--- config.mk ---
export PLATFORM = sky130hd
export DESIGN_NAME = mem_display_driver
export DESIGN_NICKNAME = d
export VERILOG_FILES = /design/src/rtl/mem_display_driver.sv
export SDC_FILE = /design/constraint.sdc
export NUM_CORES = 1
export LEC_CHECK = 0
export ABC_CLOCK_PERIOD_IN_PS = 6200
export BUFFER_PORTS_ARGS = -buffer_cell sky130_fd_sc_hd__buf_2
export CAP_MARGIN = 20
export CORE_ASPECT_RATIO = 1.1
export CORE_MARGIN = 5
export CORE_UTILIZATION = 40
export CTS_BUF_LIST = sky130_fd_sc_hd__clkbuf_4 sky130_fd_sc_hd__clkbuf_8
export DETAILED_ROUTE_END_ITERATION = 16
export PLACE_DENSITY = 0.64
export SLEW_MARGIN = 20
export SYNTH_ARGS = -nofsm -noshare
export SYNTH_HDL_FRONTEND = slang
export SYNTH_SLANG_ARGS = --single-unit
--- constraint.sdc ---
create_clock -name clock -period 6.2 [get_ports clock]
set_clock_uncertainty 0.15 [all_clocks]
set_input_delay 0.93 -clock clock [delete_from_list [all_inputs] [get_ports clock]]
set_output_delay 0.93 -clock clock [all_outputs]
set_load 0.05 [all_outputs]
--- src/rtl/mem_display_driver.sv ---
// Four-digit hex display driver for the dual-port memory test block.
// Snapshots one read port per scan and multiplexes it onto the segments.
module mem_display_driver #(
  parameter int REFRESH_DIV = 50000,
  parameter int DWELL_SCANS = 250
) (
  input  logic        clock,
  input  logic        reset,
  input  logic [15:0] ReadDataA,
  input  logic [15:0] ReadDataB,
  input  logic [1:0]  selMode,
  output logic [3:0]  anDisplay,
  output logic [7:0]  outDisplay
);

  localparam int CW = $clog2(REFRESH_DIV);
  localparam int SW = (DWELL_SCANS > 1) ? $clog2(DWELL_SCANS) : 1;
  localparam logic [CW-1:0] CNT_LAST = CW'(REFRESH_DIV - 1);
  localparam logic [SW-1:0] SCAN_LAST = SW'(DWELL_SCANS - 1);

  localparam logic [1:0] MODE_AUTO = 2'b00;
  localparam logic [1:0] MODE_A    = 2'b01;
  localparam logic [1:0] MODE_B    = 2'b10;
  localparam logic [1:0] MODE_HOLD = 2'b11;

  logic [CW-1:0] cnt;
  logic [1:0]    idx;
  logic [SW-1:0] scans;
  logic          portB;
  logic [15:0]   snap;

  logic          tick;
  logic          wrap;
  logic          scanStart;
  logic [3:0]    nibble;
  logic [6:0]    hexSeg;

  assign tick      = (cnt == CNT_LAST);
  assign wrap      = tick && (idx == 2'd3);
  assign scanStart = (idx == 2'd0) && (cnt == '0);

  // Digit-period prescaler and digit index.
  always_ff @(posedge clock or negedge reset) begin
    if (!reset) begin
      cnt <= '0;
      idx <= 2'd0;
    end else if (tick) begin
      cnt <= '0;
      idx <= idx + 2'd1;
    end else begin
      cnt <= cnt + CW'(1);
    end
  end

  // Port selection, updated only at the end of a full scan.
  always_ff @(posedge clock or negedge reset) begin
    if (!reset) begin
      scans <= '0;
      portB <= 1'b0;
    end else if (wrap) begin
      unique case (selMode)
        MODE_AUTO: begin
          if (scans == SCAN_LAST) begin
            scans <= '0;
            portB <= ~portB;
          end else begin
            scans <= scans + SW'(1);
          end
        end
        MODE_A: begin
          scans <= '0;
          portB <= 1'b0;
        end
        MODE_B: begin
          scans <= '0;
          portB <= 1'b1;
        end
        MODE_HOLD: begin
          scans <= scans;
          portB <= portB;
        end
      endcase
    end
  end

  // One coherent capture per scan so a changing word never tears.
  always_ff @(posedge clock or negedge reset) begin
    if (!reset) begin
      snap <= 16'h0000;
    end else if (scanStart && (selMode != MODE_HOLD)) begin
      snap <= portB ? ReadDataB : ReadDataA;
    end
  end

  // Hex-to-segment decode of the current digit's nibble.
  always_comb begin
    nibble = snap[{idx, 2'b00} +: 4];
    hexSeg = 7'h7F;
    unique case (nibble)
      4'h0: hexSeg = 7'h40;
      4'h1: hexSeg = 7'h79;
      4'h2: hexSeg = 7'h24;
      4'h3: hexSeg = 7'h30;
      4'h4: hexSeg = 7'h19;
      4'h5: hexSeg = 7'h12;
      4'h6: hexSeg = 7'h02;
      4'h7: hexSeg = 7'h78;
      4'h8: hexSeg = 7'h00;
      4'h9: hexSeg = 7'h10;
      4'hA: hexSeg = 7'h08;
      4'hB: hexSeg = 7'h03;
      4'hC: hexSeg = 7'h46;
      4'hD: hexSeg = 7'h21;
      4'hE: hexSeg = 7'h06;
      4'hF: hexSeg = 7'h0E;
    endcase
  end

  // Registered pin drive; first cycle of each digit is blanked.
  always_ff @(posedge clock or negedge reset) begin
    if (!reset) begin
      anDisplay  <= 4'b1111;
      outDisplay <= 8'hFF;
    end else if (cnt == '0) begin
      anDisplay  <= 4'b1111;
      outDisplay <= 8'hFF;
    end else begin
      anDisplay  <= ~(4'b0001 << idx);
      outDisplay <= {~((idx == 2'd0) && portB), hexSeg};
    end
  end

endmodule

After elaboration in Yosys (flattened, before gate mapping):

Memory sizes are Yosys's and may differ from the RTL's.
Index checks and enable logic that the tools add are counted.

* muxes and demuxes: 8
* equality and inequality tests: 8
* shift-type cells: 2
* bitwise gates (word level): 4
* add/subtract/negate cells: 3
* reductions and logical operators: 10

Operator list (number)
* 2-to-1 mux 16 bit: 2
* adder 16 x 1 -> 16 bit, second input constant: 1
* equality test 16 bit, second input constant: 1
* zero test 16 bit: 1
* 2-to-1 mux 8 bit: 2
* case mux 8 bit (2 select lines): 1
* variable part select 16 x 5 -> 4 bit: 1
* adder 8 x 1 -> 8 bit, second input constant: 1
* equality test 8 bit, second input constant: 1
* equality test 2 bit, second input constant: 3
* logical AND 1 bit: 4
* zero test 2 bit: 2
* 2-to-1 mux 4 bit: 1
* != test 2 bit, second input constant: 2
* inverter 4 bit: 1
* left shift 1 x 2 -> 4 bit, first input constant: 1
* inverter 1 bit: 3
* case mux 1 bit (3 select lines): 1
* AND reduction 3 bit: 1
* adder 2 x 1 -> 2 bit, second input constant: 1
* equality test 2 x 1 -> 1 bit, second input constant: 1
* AND reduction 2 bit: 1
* OR reduction 2 bit: 1
* 2-to-1 mux 1 bit: 1

* memories kept: 1
* bits in registers: 55
* bits in read-only memories: 112
* output and inout bits: 12
* bits of input ports: 36

Memories
* (name not given): words 16, width 7, read ports 1, clocked after memory_dff 0, write ports 0, line 99 `unique case (nibble)`

Depth between registers and ports, before layout:

* word-level depth: 4
* mapped depth: 7
* mapped depth without buffers: 6

Worst setup path after synthesis:

No wires, ideal clock.

* path type: register to register
* from: register cnt[10]
* to: register portB
* library setup time: 0.128 ns
* stages on the path, launching flop included: 5
* data required time: 5.922 ns
* data arrival time: 2.048 ns
* period minus slack after synthesis: 2.326 ns
* slack: 3.874 ns
* path buffers: 0
* cells stage by stage: dfrtp_1 -> or4_4 -> or4_4 -> a211oi_1 -> mux2_1

* longest elaborated chain between the ends: 3

RTL lines
* from (decl): line 26 `logic [CW-1:0] cnt;`
* from (signal assigned): line 51 `cnt <= cnt + CW'(1);`
* equality test 16 bit: line 38 `assign tick = (cnt == CNT_LAST);`
* logical AND 1 bit: line 39 `assign wrap = tick && (idx == 2'd3);`
* AND reduction 3 bit (no line)
* to (signal assigned): line 65 `portB <= ~portB;`
* to (signal assigned): line 80 `portB <= portB;`
* to (decl): line 29 `logic portB;`

Every way passes these cells.
A chain may end at the register's enable or synchronous reset.

Worst setup path after layout:

* from: register cnt[10]
* to: register snap[9]

* longest elaborated chain between the ends: 3

RTL lines
* zero test 16 bit: line 40 `assign scanStart = (idx == 2'd0) && (cnt == '0);`
* logical AND 1 bit: line 40
* logical AND 1 bit: line 90 `end else if (scanStart && (selMode != MODE_HOLD)) begin`
* to (signal assigned): line 91 `snap <= portB ? ReadDataB : ReadDataA;`
* to (decl): line 30 `logic [15:0] snap;`

Every way passes these cells.

==> metrics.txt <==
Total Wirelength=5890 µm; share of cells above drive strength 1=36.5%; CTS Sinks=55; Resized cells post-CTS=0; slowest stage delay, CP=slightly above 0.7 ns; R2R Setup Slk=3.50 ns; R2R depth=4; setup bufs post-CTS=0; CP cell instances=or4_4 > nand4b_4 > nor3b_4 > mux2_2; PwrDens=~190 nW/µm²; Die ar.=between 9000 and 10000 µm²; CP arrival=between 2 and 3 ns; Clk Tree Root Cell=clkbuf_8; via count=~2200; critical path type=flop to flop; asr flop ratio synth=100%; Fin Setup TNS=0 ns; synthesized area=just over 3000 µm²; CTS Buffer Depth=2; Startpoint Class=flop; top_reg_cell synth=dfrtp_1; final hold slack=0.360 ns; slowest CP cell=nor3b_4; Post-synth EDFFs=0; Slew @ Worst Pin=0.755 ns; WL/cell=roughly 14 µm; final net count=approximately 370; row count=33; DR pass1 iterations=5; Yosys warnings=0; vias per cell=5.19; GPL Wtd Cong=0.803; crit share post-route=43.6%; min Tclk post-route=2.70 ns; post-synthesis register bit count=55; hold buffer count at cts=0; Worst EP required=6.27 ns; drc violations=0; RSZ-0062 raised after global routing=no; Worst-Skew Late Latency=0.32 ns; synth-to-layout area growth=13.0%; first-pass GRT wire length=10200 µm; DIE HEIGHT=102 µm; worst-path fanout max=16; CTS tree=yes; Netlist cell types=48; Slew HR=49.6%; reg2reg start=cnt[10]; largest net degree at the start of global routing=56; IO Port Bufs=47; Slew Viols, Final=0; Top Ports=48; combinational share of power=12.1%; post-detail-place hpwl=~4300 µm; Int Pwr=approximately 0.49 mW; status=finished clean; worst min path class=flop to flop; worst hold path startpoint=cnt[0]; switch share=26.6%; Post-Synthesis Cells=272; Starting DRT DRC Count=60; Cells on Worst Hold Path=1; ANT nets after route=0; initial antenna violation count=0; sequential share of power=56.7%; Total GRT Usage=13.2%; Peak VDD IR=~100 µV; crit path capture type=flop; Switching Power=0.177 mW; final setup fails=0; hold path endpoint=cnt[0]; Avg Cell Area, Syn=11.4 µm²; H-Tree Depth=2; max_cap viols=0; Starting Density=between 40% and 50%; Worst-path clk slew=about 0.11 ns; Clk pwr share=31.2%; area of the core=7510 µm²; total CTS buffers=5; vias in the first global route=around 2200; highest clock rate=370 MHz; Fin. Hold Viols=0; n_diodes=0; sequential element share of the synthesized area=44.9%; r2r endpoint=snap[9]; die width=93.9 µm; global route total overflow=0; P_leak=1.51 nW; Mapped Nets=325
cell usage after synthesis (3+ instances only):
cell | n | area share [%]
nand2_1 | 19 | 2.3
xor2_1 | 3 | 0.85
o31ai_1 | 5 | 1.2
nand2b_1 | 4 | 0.81
mux4_2 | 4 | 2.9
mux2_2 | 34 | 12
and3_1 | 5 | 1.0
clkbuf_1 | 7 | 0.85
dfstp_2 | 12 | 10
nor3_1 | 4 | 0.65
dfrtp_1 | 43 | 35
xnor2_1 | 10 | 2.8
o211ai_1 | 4 | 0.97
nor2_1 | 8 | 0.97
nand4_1 | 8 | 1.6
nand3_1 | 14 | 2.3
and4_1 | 4 | 1.1
a21oi_1 | 4 | 0.65
o21ai_0 | 9 | 1.5
ha_1 | 17 | 6.9
a211oi_1 | 7 | 1.7
inv_1 | 15 | 1.8
through the flow:
stage	power [mW]	instance area (µm²)	setup WS [ns]	util (%)	std cells
2_1_floorplan	0.437	3100	3.87	-	272
5_1_grt	0.696	3500	3.24	46.5	420
4_1_cts	0.675	3500	3.46	46.5	420
6_report	0.666	3500	3.50	46.5	420
3_5_place_dp	0.467	3400	3.46	45.3	412
3_3_place_gp	0.465	3400	3.50	45.3	412
worst max-delay path, delay by kind of cell (launching register included):
kind | cells | cell delay (ns)
DFF | 1 | 0.44
and+or+nand+nor | 3 | 1.62
muxes | 1 | 0.41
layout make-up:
type / instances / area (µm²)
Timing Repair Buffer: 48 / 243
Sequential cell: 55 / 1390
Clock buffer: 5 / 68.8
Tap cell: 105 / 131
Inverter: 15 / 56.3
Fill cell: 747 / 4020
Clock inverter: 3 / 26.3
Multi-Input combinational cell: 189 / 1580
placed cells by master, fill, tap and decap left out, types with 9 or more instances in the layout:
master | netlist | routed
dfstp_2 | 12 | 12
o21ai_0 | 9 | 9
dfrtp_1 | 43 | 43
nand3_1 | 14 | 14
buf_2 | 2 | 47
mux2_2 | 34 | 34
nand2_1 | 19 | 19
inv_1 | 15 | 15
xnor2_1 | 10 | 10
ha_1 | 17 | 17
power groups by stage:
stage          sequential (mW)  combinational, mW  clock [mW]
3_5_place_dp             0.385             0.0817           0
4_1_cts                  0.378             0.0817       0.216
6_report                 0.378             0.0803       0.208
5_1_grt                  0.379             0.0889       0.228
3_3_place_gp             0.385             0.0803           0
2_1_floorplan            0.403             0.0333           0
flip-flops by register name, indices dropped and copies added (netlist names):
signal,flops
anDisplay,4
portB,1
idx,2
cnt,16
outDisplay,8
snap,16
scans,8
per-layer routing:
metal / up-vias / wire, µm / global-route usage, % / share of wire (%)
met5: - / 0 / 0 / 0
met4: 0 / 68 / 3.67 / 1.2
met3: 4 / 237 / 2.43 / 4.0
met2: 40 / 2770 / 21.2 / 47
met1: 1068 / 2810 / 18.4 / 48
li1: 1066 / - / - / -
worst max-delay path by stage:
stage | from | end | slack (ns) | cells after the start
floorplan | cnt[10] | portB | 3.87 | 4
finish | cnt[10] | snap[9] | 3.50 | 4
global route | cnt[0] | snap[11] | 3.24 | 6
detailed placement | cnt[10] | snap[6] | 3.46 | 4
CTS | cnt[0] | snap[6] | 3.46 | 6
global placement | cnt[10] | snap[5] | 3.50 | 4
cell families (layout without fill, tap and decap cells):
| family | count (synthesis) | in the layout | synth area share [%] |
|---|---|---|---|
| AND/OR/NAND/NOR | 82 | 82 | 16.5 |
| flip-flops | 55 | 55 | 44.9 |
| multiplexers | 41 | 41 | 16.3 |
| AO/OA/AOI/OAI | 36 | 36 | 7.68 |
| buffers and inverters | 28 | 71 | 4.00 |
| adder cells (fa/ha/maj) | 17 | 17 | 6.87 |
| XOR/XNOR | 13 | 13 | 3.68 |
No activity file was read; power rests on OpenSTA's default activity.
